File: src/rtl/mem_access_ctrl.sv
// MEM-stage data-memory access sequencer: latches the EX access, runs a
// req/ack transfer with byte enables, stalls IF..EX, returns extended loads.
// Ports: clk, rst_n; EX_* access inputs; MEM_* stall/result/status outputs;
// dmem_* req/ack memory port. Optional macro MEM_MISALIGN_TRAP_EN traps
// misaligned half/word accesses without issuing a bus request.
module mem_access_ctrl #(
   parameter int unsigned ADDR_W         = 32,
   parameter int unsigned TIMEOUT_CYCLES = 16
) (
   input  logic              clk,
   input  logic              rst_n,
   input  logic              EX_mem_en,
   input  logic              EX_mem_wr,
   input  logic [2:0]        EX_funct3,
   input  logic [31:0]       EX_alu_val,
   input  logic [31:0]       EX_rs2_val,
   input  logic [4:0]        EX_rd_sel,
   output logic              MEM_stall,
   output logic              MEM_load_valid,
   output logic [31:0]       MEM_load_val,
   output logic [4:0]        MEM_load_sel,
   output logic              MEM_bus_err,
   output logic              MEM_misalign,
   output logic              dmem_req,
   output logic              dmem_we,
   output logic [ADDR_W-1:0] dmem_addr,
   output logic [31:0]       dmem_wdata,
   output logic [3:0]        dmem_be,
   input  logic              dmem_ack,
   input  logic [31:0]       dmem_rdata
);

   localparam int unsigned CNT_W =
      (TIMEOUT_CYCLES < 2) ? 1 : $clog2(TIMEOUT_CYCLES);
   localparam logic [CNT_W-1:0] TMO_LAST =
      (TIMEOUT_CYCLES == 0) ? '0 : CNT_W'(TIMEOUT_CYCLES - 1);

   typedef enum logic [1:0] {IDLE, BUSY, DONE} state_e;

   state_e             state_q, state_d;
   logic [1:0]         addr_lo_q;
   logic [2:0]         funct3_q;
   logic [4:0]         rd_q;
   logic               we_q;
   logic               err_q;
   logic               mis_q;
   logic [31:0]        val_q;
   logic [CNT_W-1:0]   cnt_q;
   logic [ADDR_W-1:0]  addr_q;
   logic [31:0]        wdata_q;
   logic [3:0]         be_q;

   logic               ex_byte, ex_half, ex_mis;
   logic [3:0]         st_be;
   logic [31:0]        st_wdata;
   logic               tmo_hit;
   logic               start;
   logic [31:0]        sh_b, sh_h, ld_val;
   logic               ld_sgn;

   // funct3[1:0]: 00 byte, 01 half, anything else is a word access
   always_comb begin
      ex_byte = (EX_funct3[1:0] == 2'b00);
      ex_half = (EX_funct3[1:0] == 2'b01);
`ifdef MEM_MISALIGN_TRAP_EN
      ex_mis  = ex_half ? EX_alu_val[0]
                        : (!ex_byte && (EX_alu_val[1:0] != 2'b00));
`else
      ex_mis  = 1'b0;
`endif
   end

   always_comb begin
      st_be    = 4'b1111;
      st_wdata = EX_rs2_val;
      unique case (1'b1)
         ex_byte: begin
            st_be    = 4'b0001 << EX_alu_val[1:0];
            st_wdata = {4{EX_rs2_val[7:0]}};
         end
         ex_half: begin
            st_be    = EX_alu_val[1] ? 4'b1100 : 4'b0011;
            st_wdata = {2{EX_rs2_val[15:0]}};
         end
         default: begin
            st_be    = 4'b1111;
            st_wdata = EX_rs2_val;
         end
      endcase
   end

   // Lane extraction from the returned word using the latched offset
   always_comb begin
      ld_sgn = ~funct3_q[2];
      sh_b   = dmem_rdata >> {addr_lo_q, 3'b000};
      sh_h   = dmem_rdata >> {addr_lo_q[1], 4'b0000};
      unique case (1'b1)
         (funct3_q[1:0] == 2'b00):
            ld_val = {{24{ld_sgn & sh_b[7]}}, sh_b[7:0]};
         (funct3_q[1:0] == 2'b01):
            ld_val = {{16{ld_sgn & sh_h[15]}}, sh_h[15:0]};
         default:
            ld_val = dmem_rdata;
      endcase
   end

   always_comb begin
      tmo_hit = (TIMEOUT_CYCLES != 0) && (cnt_q == TMO_LAST);
      start   = (state_q == IDLE) && EX_mem_en;
   end

   // State register
   always_ff @(posedge clk or negedge rst_n) begin
      if (!rst_n) state_q <= IDLE;
      else        state_q <= state_d;
   end

   // Next-state logic
   always_comb begin
      state_d = state_q;
      unique case (state_q)
         IDLE: if (EX_mem_en) state_d = ex_mis ? DONE : BUSY;
         BUSY: if (dmem_ack || tmo_hit) state_d = DONE;
         DONE: state_d = IDLE;
         default: state_d = IDLE;
      endcase
   end

   // Access latches, bus fields and timeout counter
   always_ff @(posedge clk or negedge rst_n) begin
      if (!rst_n) begin
         addr_lo_q <= '0;
         funct3_q  <= '0;
         rd_q      <= '0;
         we_q      <= 1'b0;
         err_q     <= 1'b0;
         mis_q     <= 1'b0;
         val_q     <= '0;
         cnt_q     <= '0;
         addr_q    <= '0;
         wdata_q   <= '0;
         be_q      <= '0;
      end else if (start) begin
         addr_lo_q <= EX_alu_val[1:0];
         funct3_q  <= EX_funct3;
         rd_q      <= EX_rd_sel;
         we_q      <= EX_mem_wr;
         err_q     <= 1'b0;
         mis_q     <= ex_mis;
         val_q     <= '0;
         cnt_q     <= '0;
         addr_q    <= {EX_alu_val[ADDR_W-1:2], 2'b00};
         wdata_q   <= EX_mem_wr ? st_wdata : 32'h0;
         be_q      <= EX_mem_wr ? st_be : 4'h0;
      end else if (state_q == BUSY) begin
         // ack wins over a timeout landing in the same cycle
         if (dmem_ack) begin
            val_q <= we_q ? 32'h0 : ld_val;
         end else if (tmo_hit) begin
            err_q <= 1'b1;
         end else begin
            cnt_q <= cnt_q + 1'b1;
         end
      end
   end

   // Outputs
   always_comb begin
      MEM_stall      = 1'b0;
      MEM_load_valid = 1'b0;
      MEM_bus_err    = 1'b0;
      MEM_misalign   = 1'b0;
      dmem_req       = 1'b0;
      dmem_we        = 1'b0;
      MEM_load_val   = val_q;
      MEM_load_sel   = rd_q;
      dmem_addr      = addr_q;
      dmem_wdata     = wdata_q;
      dmem_be        = be_q;
      unique case (state_q)
         IDLE: MEM_stall = EX_mem_en & rst_n;
         BUSY: begin
            MEM_stall = 1'b1;
            dmem_req  = 1'b1;
            dmem_we   = we_q;
         end
         DONE: begin
            MEM_load_valid = ~we_q & ~err_q & ~mis_q;
            MEM_bus_err    = err_q;
`ifdef MEM_MISALIGN_TRAP_EN
            MEM_misalign   = mis_q;
`endif
         end
         default: MEM_stall = 1'b0;
      endcase
   end

endmodule

File: config.mk
export PLATFORM = sky130hd
export DESIGN_NAME = mem_access_ctrl
export DESIGN_NICKNAME = d
export VERILOG_FILES = /design/src/rtl/mem_access_ctrl.sv
export SDC_FILE = /design/constraint.sdc
export NUM_CORES = 1
export LEC_CHECK = 0
export BUFFER_PORTS_ARGS = -buffer_cell sky130_fd_sc_hd__buf_4
export CORE_MARGIN = 1.5
export CORE_UTILIZATION = 54
export CTS_BUF_LIST = sky130_fd_sc_hd__clkbuf_2 sky130_fd_sc_hd__clkbuf_4 sky130_fd_sc_hd__clkbuf_8
export CTS_CLUSTER_SIZE = 28
export DETAILED_ROUTE_END_ITERATION = 12
export HOLD_SLACK_MARGIN = 0.08
export PLACE_DENSITY = 0.87
export SYNTH_ARGS = -nofsm -noshare
export SYNTH_HDL_FRONTEND = slang
export SYNTH_SLANG_ARGS = --single-unit
File: constraint.sdc
create_clock -name clk -period 5.41 [get_ports clk]
set_input_delay 0.8115 -clock clk [delete_from_list [all_inputs] [get_ports clk]]
set_output_delay 0.8115 -clock clk [all_outputs]
set_load 0.02 [all_outputs]
Yosys cells after proc, flatten, opt, wreduce, memory -nomap -nowiden

Index checks and enable logic that the tools add are counted.

Word-level logic and storage cells: 69
Flip-flop bits (word level): 116
Input bits: 109

Eq/ne operators: 9
Bitwise operators: 7
Mux-type cells: 26
Reductions and logical operators: 12
Shift operators: 3
Add/sub/neg operators: 1

Operators with widths:

| cell                                                | count |
|---|---|
| two-way mux 32 bit                                  | 5 |
| case mux 32 bit (2 select lines)                    | 2 |
| >> shifter 32 x 5 -> 16 bit                         | 1 |
| >> shifter 32 x 5 -> 8 bit                          | 1 |
| two-way mux 4 bit                                   | 6 |
| two-way mux 1 bit                                   | 8 |
| case mux 4 bit (2 select lines)                     | 1 |
| equality test 2 x 1 -> 1 bit, second input constant | 3 |
| zero test 2 bit                                     | 3 |
| AND reduction 3 bit                                 | 2 |
| nonzero test 2 bit                                  | 3 |
| adder 4 x 1 -> 4 bit, second input constant         | 1 |
| bitwise AND 1 bit                                   | 4 |
| equality test 4 bit, second input constant          | 1 |
| two-way mux 2 bit                                   | 2 |
| != test 2 x 1 -> 1 bit, second input constant       | 2 |
| != test 2 bit, second input constant                | 2 |
| case mux 2 bit (2 select lines)                     | 1 |
| AND reduction 2 bit                                 | 2 |
| left shift 1 x 2 -> 4 bit, first input constant     | 1 |
| NOT 1 bit                                           | 3 |
| equality test 2 bit, second input constant          | 1 |
| case mux 1 bit (2 select lines)                     | 1 |
| logical AND 1 bit                                   | 1 |
| logical OR 1 bit                                    | 1 |

Longest topological paths before layout

Gate-level depths: netlist of the first run.

Word-level depth: 7
Gate-level depth with buffers: 7

Worst setup path before layout of the first run

Ideal clock, no wire load.

Path type: register to output
Start: register state_q[0]
End: output port MEM_load_valid
Data arrival time: 1.273 ns
Required time: 4.599 ns
Cell stages (with the launch flop): 3
Slack: 3.326 ns
Buffers on the path: 1
Cells stage by stage: dfrtp_1 > buf_4 > nor4b_1

Cells in the longest elaborated chain, start to end: 2

RTL lines:

| item                   | line | RTL |
|---|---|---|
| from (decl)            | 40   | `state_e state_q, state_d;` |
| from (signal assigned) | 115  | `else state_q <= state_d;` |
| equality test 2 bit    | 180  | `unique case (state_q)` |
| two-way mux 1 bit      | 180  |  |
| to (decl)              | 19   | `output logic MEM_load_valid,` |

No other way between the ends.

Worst setup path in the final report of the first run

Start: register funct3_q[1]
End: register val_q[29] (netlist: MEM_load_val[29])

Cells in the longest elaborated chain, start to end: 6
Elaborated cells on any way between the ends: 7
Classes of those cells: eq/ne: 1; mux: 5; reduce/logical: 1

RTL lines:

| item                                                                   | line    | RTL |
|---|---|---|
| from (decl)                                                            | 42      | `logic [2:0] funct3_q;` |
| from (signal assigned)                                                 | 145     | `funct3_q <= EX_funct3;` |
| equality test 2 x 1 -> 1 bit / zero test 2 bit (equally long branches) | 100, 98 |  |
| case mux 32 bit (2 select lines) *                                     | 97      | `unique case (1'b1)` |
| two-way mux 32 bit *                                                   | 158     | `val_q <= we_q ? 32'h0 : ld_val;` |
| two-way mux 32 bit *                                                   | 157     | `if (dmem_ack) begin` |
| two-way mux 32 bit *                                                   | 155     | `end else if (state_q == BUSY) begin` |
| two-way mux 32 bit *                                                   | 143     | `end else if (start) begin` |
| to (signal assigned)                                                   | 158     |  |
| to (decl)                                                              | 47      | `logic [31:0] val_q;` |

Mark *: on every way between the ends. The rest lies on a longest branch, timed or not. The select of a mux whose other input is x is not followed.
A chain may end at the register's enable or synchronous reset.

==> results of run 1 <==
-- power by group --
| part | total, W | switching (W) | internal, W | leakage, nW |
|---|---|---|---|---|
| Clock | 0.000900 | 0.000362 | 0.000538 | 0.217 |
| Sequential | 0.00142 | 0.000260 | 0.00116 | 1.50 |
| Combinational | 0.00152 | 0.000858 | 0.000665 | 2.14 |
| Total | 0.00385 | 0.00148 | 0.00237 | 3.86 |
-- per-layer routing --
metal | GRT usage [%] | vias to the layer above | share of wire [%]
li1 | - | 2287 | -
met1 | 36.0 | 2327 | 39
met2 | 45.5 | 270 | 49
met3 | 10.0 | 37 | 9.6
met4 | 10.7 | 0 | 2.6
met5 | 0 | - | 0
-- critical path: cells and delay by family, from the launching register on --
kind	cells	cell delay (ns)
AO/OA/AOI/OAI	3	1.35
flip-flops	1	0.77
AND/OR/NAND/NOR	1	0.59
-- final cells by class --
class / instances / area [um^2]
well taps: 133 / 166
fillers: 666 / 2290
clock buffers: 20 / 275
inverters: 11 / 41.3
clock inverters: 12 / 178
multi-input cells: 387 / 2250
repair buffers: 217 / 1630
flip-flops and latches: 116 / 2900
-- cells in the final DEF (no fill, tap or decap), types with 16 or more instances in the layout --
master,count
o31ai_1,17
nand2_1,168
a22o_1,16
buf_4,217
nor2_1,17
nor2b_1,19
clkbuf_8,20
mux2i_1,16
mux2_2,17
o21ai_0,38
dfrtp_1,116
a21oi_1,20
-- metrics by stage --
| step | setup slack, ns | hold slack (ns) |
|---|---|---|
| floorplan | 3.33 | 0.475 |
| global placement | 2.61 | 0.461 |
| detailed placement | 2.61 | 0.465 |
| CTS | 2.61 | 0.482 |
| global route | 2.45 | 0.508 |
| finish | 2.63 | 0.480 |
-- kinds of logic (layout without fill, tap and decap cells) --
| logic type | after synthesis | count (layout) |
|---|---|---|
| other | 1 | 3 |
| flip-flops | 116 | 116 |
| AO/OA/AOI/OAI | 123 | 123 |
| multiplexers | 33 | 33 |
| XOR/XNOR | 2 | 2 |
| buffers and inverters | 56 | 260 |
| adder cells (fa/ha/maj) | 1 | 1 |
| AND/OR/NAND/NOR | 225 | 225 |
-- flip-flops by register name, indices dropped and copies added, names as in the netlist, 2 cells and up --
signal,cells
MEM_load_val,32
dmem_addr,30
MEM_load_sel,5
state_q,2
funct3_q,3
addr_lo_q,2
cnt_q,4
dmem_wdata,32
dmem_be,4
-- final timing paths --
check / start / end / slack (ns) / depth (start not counted)
worst max-delay path: funct3_q[1]$_DFFE_PN0P_ / MEM_load_val[29]$_DFFE_PN0P_ / 2.63 / 4
worst min-delay path: dmem_addr[4]$_DFFE_PN0P_ / dmem_addr[4]$_DFFE_PN0P_ / 0.48 / 2
worst max register to register: funct3_q[1]$_DFFE_PN0P_ / MEM_load_val[29]$_DFFE_PN0P_ / 2.63 / 4
worst min register to register: dmem_addr[4]$_DFFE_PN0P_ / dmem_addr[4]$_DFFE_PN0P_ / 0.48 / 2
max in group asynchronous: rst_n / dmem_addr[27]$_DFFE_PN0P_ / 3.78 / 2
min in group asynchronous: rst_n / MEM_load_val[12]$_DFFE_PN0P_ / 0.49 / 1
==> metrics, run 1 <==
DRT Pass-1 Iters=5; final hold vios=0; fin cells=896; largest net degree at the start of global routing=113; sequential fraction of the synthesis area=54.0%; die area=10600 um^2; clk root buf=clkbuf_8; vias per cell=5.49; clk slew on worst S/H paths=0.07 ns; initial antenna violation count=0; DIE HEIGHT=103 um; Synth Flop Type=dfrtp_1; fin crit period=2.78 ns; Synth area leader=dfrtp_1; count of port buffers added during placement=216; Worst Hold Class=register to register; largest family of logic cells by synthesized area=simple AND/OR/NAND/NOR gates; Synth Area in Compound Gates=16.6%; final slew viol count=0; Post-DP Area=6990 um^2; Crit Path Max Fanout=34; final core occ=76.5%; fin crit share=51.3%; XOR/XNOR share of the synthesized area=0.326%; Power, Total=0.00385 W; FF+latch count, synth=116; post_cts resized=0; Setup Skew=0.00780 ns; Final setup viols=0; Cells after DPL=864; final WL=14900 um; Crit Path Category=register to register; Worst setup EP type=register; fin area=7440 um^2; pwr dens=517 nW/um^2; worst path required time=5.77 ns; number of diodes=0; layout cells sized above 1=37.2%; Post-synth top cells=nand2_1 (168), dfrtp_1 (116), o21ai_0 (38); post-synthesis mux area share=6.54%; fraction of registers with async set/reset=100%; VDD IR-drop max=295 uV; max_slew headroom=26.4%; Cells after Synth=557; first-pass GRT wire length=22800 um; total grt overflow=0; post-DP HPWL=10400 um; clock sink total=116; drt drc=0; # nets final=860; vias in the first global route=4722; CP max-delay cell=a2111oi_4; synth top area cells=dfrtp_1 (54%), nand2_1 (12%), mux2_2 (3.6%), o21ai_0 (3.5%), mux2i_1 (3.0%); number of max-cap violations=0; Setup Fix Bufs, Post-CTS=0; Layout area overhead=38.4%; crit-path max cell delay=0.92 ns; adder-cell share of the synthesized area=0.233%; TNS Setup=0 ns; CTS H-Tree Depth=4; status=complete, no violations; Die X=103 um; WP data arrival=3.14 ns; clock latency on the worst-skew pair=0.43 ns; mapped cell area=5380 um^2; Antenna Nets Post-Route=0; share of the synthesized area in the top cell type=54.0%; syn avg cell area=9.65 um^2; Core Box Area=9730 um^2; count leader, synth=nand2_1; post-synth cell types=38; CTS buffer count=17; total track usage=28.5%; CTS tree=done; RSZ-0062 raised after global routing=false; Slew @ Worst Pin=1.10 ns; final RePlAce weighted congestion=0.887; Leakage Power=3.86 nW; Starting Density=55.3%; boundary pin count=220; maximum clock insertion buffer count=2; number of flops mapped to enable cells by yosys=0; post-cts hold buffer count=0; Initial DRC Count=275; # rows=36; startpoint types=register; FMAX=360 MHz; Yosys warning total=0; wire per inst=16.6 um; critical path cell sequence=nor3b_4 > a22oi_4 > a2111oi_4 > a221o_2; via count=4921; post-synthesis simple-gate area fraction=17.7%
(Power assumes the default switching activity.)
==> run 2: changes to the inputs <==
- CORE_UTILIZATION: 54 -> 50
- PLACE_DENSITY: 0.87 -> 0.82
- clock period: 5.41 -> 2.82 ns (I/O delays scaled with it)
==> run 2 against run 1 <==
  * Clock skew rose by 0.0029 ns
  * Routed wire length rose by 1.3%
  * Core utilization fell by 4.0 points
  * Cell count rose by 1.3%
  * First-iteration DRC count fell by 24%
==> metrics, run 2 (synthesis results as in run 1) <==
crit-path max cell delay=0.52 ns (-0.40 ns); largest net degree at the start of global routing=65 (-42%); # rows=37 (+2.8%); layout cells sized above 1=37.8% (+0.60 points); vias in the first global route=4977 (+5.4%); CTS buffer count=17 (unchanged); cell family with the largest share of critical-path delay=buffers and inverters; post-DP HPWL=11100 um (+6.2%); Post-DP Area=7060 um^2 (+1.1%); fin area=7520 um^2 (+1.0%); DRT Pass-1 Iters=4 (-1); Starting Density=51.9% (-3.4 points); Min Hold Slack=0.189 ns (-0.291 ns); fin cells=908 (+1.3%); fin crit period=2.22 ns; WP buf/inv=3 (+3); Initial DRC Count=209 (-24%); # nets final=869 (+1.0%); maximum clock insertion buffer count=2 (unchanged); Die X=107 um (+3.8%); total internal power=0.00459 W (+94%); startpoint types=input pin; via count=4899 (-0.45%); worst path required time=2.40 ns (-3.37 ns); Worst Setup Slack, final=0.597 ns (-2.04 ns); Switching Fraction=38.0% (-0.50 points); RSZ-0062 raised after global routing=false; VDD IR-drop max=597 uV (+100%); clk root buf=clkbuf_8; drt drc=0 (unchanged); TNS Setup=0 ns (unchanged); Final setup viols=0 (unchanged); wire per inst=16.6 um (about the same); critical path cell sequence=dlygate4sd3_1 > buf_4 > a21oi_1 > nor2_1 > buf_4; power share of the combinational group=41.0% (+1.4 points); final hold vios=0 (unchanged); Setup Fix Bufs, Post-CTS=0 (unchanged); Placement Setup Slack=0.767 ns (-1.84 ns); status=complete, no violations; CTS H-Tree Depth=4 (unchanged); CTS tree=done; number of max-cap violations=0 (unchanged); commonest cells after routing, fill and taps aside=buf_4 (224), nand2_1 (168), dfrtp_1 (116); initial antenna violation count=0 (unchanged); die area=11400 um^2 (+7.8%); final WL=15100 um (+1.3%); Layout area overhead=39.8%; Leakage Power=3.92 nW (+1.6%); Sequential Power Share=36.1% (-0.9 points); Layout fillers=810 (+22%); Cells after DPL=875 (+1.3%); clock latency on the worst-skew pair=0.42 ns (about the same); number of diodes=0 (unchanged); Setup Skew=0.0107 ns (+0.00294 ns); FMAX=450 MHz; Slew @ Worst Pin=0.642 ns (-0.462 ns); final slew viol count=0 (unchanged); vias per cell=5.40 (-1.8%); fin crit share=78.8%; most common cell after layout, fill and taps aside=buf_4; Crit Path Max Fanout=40 (+18%); first-pass GRT wire length=23800 um (+4.0%); Crit Path Category=input pin to output pin; boundary pin count=220 (unchanged); total track usage=26.9% (-1.5 points); max_slew headroom=57.2% (+31 points); Worst Hold Class=input pin to register; clk slew on worst S/H paths=0.07 ns (about the same); pwr dens=984 nW/um^2 (+90%); clock sink total=116 (unchanged); WP data arrival=1.80 ns (-1.34 ns); CP max-delay cell=dlygate4sd3_1; Clock Power Share=23.0% (-0.4 points); total grt overflow=0 (unchanged); net switching power=0.00281 W (+90%); Antenna Nets Post-Route=0 (unchanged); count of port buffers added during placement=216 (unchanged); final RePlAce weighted congestion=0.914 (+3.1%); DIE HEIGHT=107 um (+3.8%); Core Box Area=10400 um^2 (+6.6%); Worst setup EP type=output pin; CP most frequent cell=buf_4
run 2: cell count changes in the layout (fill, tap and decap cells not counted), sizes merged:
cell         before  now
clkinv            4    5
dlygate4sd3       0    1
buf             217  225
clkinvlp          4    1
clkbuf           20   22
run 2: final timing paths:
kind | startpoint | endpoint | slack (ns) | depth (start not counted)
max | rst_n | MEM_stall | 0.60 | 5
min reg2reg | dmem_addr[2]$_DFFE_PN0P_ | dmem_addr[2]$_DFFE_PN0P_ | 0.48 | 2
max reg2reg | state_q[0]$_DFFE_PN0P_ | MEM_load_val[18]$_DFFE_PN0P_ | 0.74 | 6
max in group asynchronous | rst_n | dmem_wdata[13]$_DFFE_PN0P_ | 1.39 | 3
min | EX_alu_val[21] | dmem_addr[21]$_DFFE_PN0P_ | 0.19 | 3
min in group asynchronous | rst_n | MEM_load_val[0]$_DFFE_PN0P_ | 0.52 | 2
run 2: through the flow:
step                      total power [W]  utilization, %
after floorplan                   0.00438               -
after global placement            0.00562            68.1
after detailed placement          0.00573            68.1
after CTS                         0.00744            72.5
after global routing              0.00782            72.5
final                             0.00740            72.5
run 2: timing repair:
| action | 4_1_cts | 5_1_grt |
|---|---|---|
| hold endpoints to repair | 37 | 0 |
| hold buffers | 1 | 0 |
| resized for setup | 0 | 0 |
run 2: routing by layer:
layer,wire (um),vias up,global-route usage (%)
met1,5950,2361,31.4
met3,1330,27,9.54
met2,7500,208,45.5
met4,311,0,10.4
met5,0,-,0
li1,-,2303,-
run 2: worst min-delay path: cells and delay by family:
| kind | cells | cell delay (ns) |
|---|---|---|
| simple gates | 2 | 0.08 |
| buf+inv | 1 | 0.08 |
run 2: final cells by class:
type,instances,area [um^2],area share (%)
Tap cell,136,170,2.26
Inverter,11,41.3,0.549
Timing Repair Buffer,226,1710,22.8
Clock buffer,22,290,3.86
Multi-Input combinational cell,387,2250,29.9
Clock inverter,10,153,2.03
Sequential cell,116,2900,38.6
run 2: power groups by stage:
stage	logic [W]	clock network (W)	registers, W
after global placement	0.00297	0	0.00265
after floorplan	0.00119	0	0.00319
final	0.00303	0.00170	0.00267
after detailed placement	0.00304	0	0.00268
after global routing	0.00327	0.00181	0.00274
after CTS	0.00305	0.00172	0.00266
==> run 3: changes to the inputs <==
- clock period: 2.82 -> 2.06 ns (I/O delays scaled with it)
==> run 3 against run 2 <==
  * Hold slack got worse by 0.085 ns
  * Critical path depth stayed put
  * Routed wire length is 4.6% higher
  * First-iteration DRC count is 54% higher
  * Register-to-register slack got worse by 0.57 ns
  * Final area grew 4.7%
  * Via count rose by 4.1%
  * Clock power is 35% higher
==> metrics, run 3 (synthesis results as in run 1) <==
status=complete, no violations; Switching Fraction=37.9% (-0.087 points); final slew viol count=0 (unchanged); clock sink total=116 (unchanged); number of diodes=0 (unchanged); VDD IR-drop max=785 uV (+31%); layout cells sized above 1=37.0% (-0.82 points); worst path required time=2.36 ns (-0.04 ns); Setup Skew=0.0103 ns (-0.000437 ns); TNS Setup=0 ns (unchanged); DIE HEIGHT=107 um (unchanged); WP data arrival=2.18 ns (+0.38 ns); maximum clock insertion buffer count=2 (unchanged); # nets final=905 (+4.1%); Slew @ Worst Pin=0.673 ns (+0.0318 ns); r2r worst-path depth=5 (-1); clk root buf=clkbuf_8; Worst path depth=5 (unchanged); CP max-delay cell=dfrtp_1; count of port buffers added during placement=216 (unchanged); Initial DRC Count=322 (+54%); RSZ-0062 raised after global routing=false; Worst Setup Slack, final=0.173 ns (-0.424 ns); Setup Fix Bufs, Post-CTS=0 (unchanged); Worst setup EP type=register; CTS buffer count=17 (unchanged); Clock Power Share=22.4% (-0.6 points); number of max-cap violations=0 (unchanged); crit-path max cell delay=0.44 ns (-0.08 ns); net switching power=0.00389 W (+38%); clk slew on worst S/H paths=0.07 ns (about the same); CTS H-Tree Depth=4 (unchanged); Hold Path Stages=3 (unchanged); final RePlAce weighted congestion=0.877 (-4.0%); post-DP HPWL=10800 um (-2.4%); # rows=37 (unchanged); startpoint types=register; vias per cell=5.40 (+0.11%); initial antenna violation count=0 (unchanged); via count=5099 (+4.1%); CTS tree=done; critical path cell sequence=mux2_2 > a22oi_4 > a2111oi_4 > buf_4 > a221o_2; Core Box Area=10400 um^2 (unchanged); drt drc=0 (unchanged); vias in the first global route=5130 (+3.1%); Crit Path Max Fanout=16 (-60%); Placement Setup Slack=0.161 ns (-0.607 ns); Crit Path Category=register to register; boundary pin count=220 (unchanged); WP buf/inv=1 (-2); total internal power=0.00636 W (+39%); Layout area overhead=46.4%; pwr dens=1300 nW/um^2 (+32%); Die X=107 um (unchanged); final WL=15800 um (+4.6%); total grt overflow=0 (unchanged); final core occ=75.9% (+3.4 points); Final setup viols=0 (unchanged); commonest cells after routing, fill and taps aside=buf_4 (229), nand2_1 (168), dfrtp_1 (116); Worst Hold Class=input pin to register; fin crit period=1.89 ns; clock latency on the worst-skew pair=0.42 ns (about the same); wire per inst=16.7 um (+0.57%); cell family with the largest share of critical-path delay=compound AO/OA/AOI/OAI gates; most common cell after layout, fill and taps aside=buf_4; Sequential Power Share=35.2% (-0.9 points); Leakage Power=4.08 nW (+4.1%); first-pass GRT wire length=25100 um (+5.7%); fin crit share=91.6%; total track usage=28.4% (+1.5 points); Starting Density=51.9% (unchanged); FMAX=530 MHz; max_slew headroom=55.1% (-2.2 points); power share of the combinational group=42.4% (+1.4 points); largest net degree at the start of global routing=117 (+80%); die area=11400 um^2 (unchanged); Antenna Nets Post-Route=0 (unchanged); final hold vios=0 (unchanged); DRT Pass-1 Iters=5 (+1)
run 3: per-layer routing:
layer | track usage (%) | wire length, um | up-vias
met5 | 0 | 0 | -
met4 | 10.6 | 444 | 0
met3 | 9.06 | 1440 | 38
met2 | 48.4 | 7930 | 251
met1 | 33.7 | 5960 | 2433
li1 | - | - | 2377
run 3: metrics by stage:
stage / instances / hold WS (ns) / total power, W / instance area, um^2
final: 944 / 0.104 / 0.0102 / 7870
after CTS: 944 / 0.0809 / 0.0103 / 7870
after floorplan: 559 / 0.0134 / 0.00599 / 5390
after global routing: 944 / 0.0867 / 0.0108 / 7870
after global placement: 881 / 0.459 / 0.00777 / 7120
after detailed placement: 881 / 0.463 / 0.00792 / 7120
run 3: cell type report:
class / instances / area (um^2)
inverter: 11 / 41.3
sequential: 116 / 2900
clock inverter: 10 / 154
fill: 705 / 2500
timing repair buffer: 262 / 2070
clock buffer: 22 / 284
multi-input combinational: 387 / 2250
tap: 136 / 170
run 3: worst paths after layout:
check | end | start | slack (ns)
max | MEM_load_val[26]$_DFFE_PN0P_ | addr_lo_q[1]$_DFFE_PN0P_ | 0.17
max in group asynchronous | cnt_q[2]$_DFFE_PN0P_ | rst_n | 1.02
min reg2reg | dmem_addr[15]$_DFFE_PN0P_ | dmem_addr[15]$_DFFE_PN0P_ | 0.48
min in group asynchronous | MEM_load_val[10]$_DFFE_PN0P_ | rst_n | 0.62
max reg2reg | MEM_load_val[26]$_DFFE_PN0P_ | addr_lo_q[1]$_DFFE_PN0P_ | 0.17
min | dmem_addr[7]$_DFFE_PN0P_ | EX_alu_val[7] | 0.10
run 3: repair_timing:
item | CTS | global route
hold buffers | 31 | 0
gates resized for setup | 0 | 1
endpoints found under the hold margin | 146 | 0
endpoints found under the setup margin | 0 | 1
run 3: worst reg2reg max path: cells and delay by family, from the launching register on:
kind            cells  cell delay, ns
buf+inv             1            0.21
compound gates      3            0.73
flops               1            0.44
mux                 1            0.41
run 3: power by group through the flow:
stage | Combinational [W] | Sequential (W) | Clock [W]
2_1_floorplan | 0.00162 | 0.00437 | 0
3_3_place_gp | 0.00418 | 0.00359 | 0
3_5_place_dp | 0.00429 | 0.00363 | 0
4_1_cts | 0.00434 | 0.00361 | 0.00233
5_1_grt | 0.00467 | 0.00370 | 0.00244
6_report | 0.00435 | 0.00361 | 0.00229
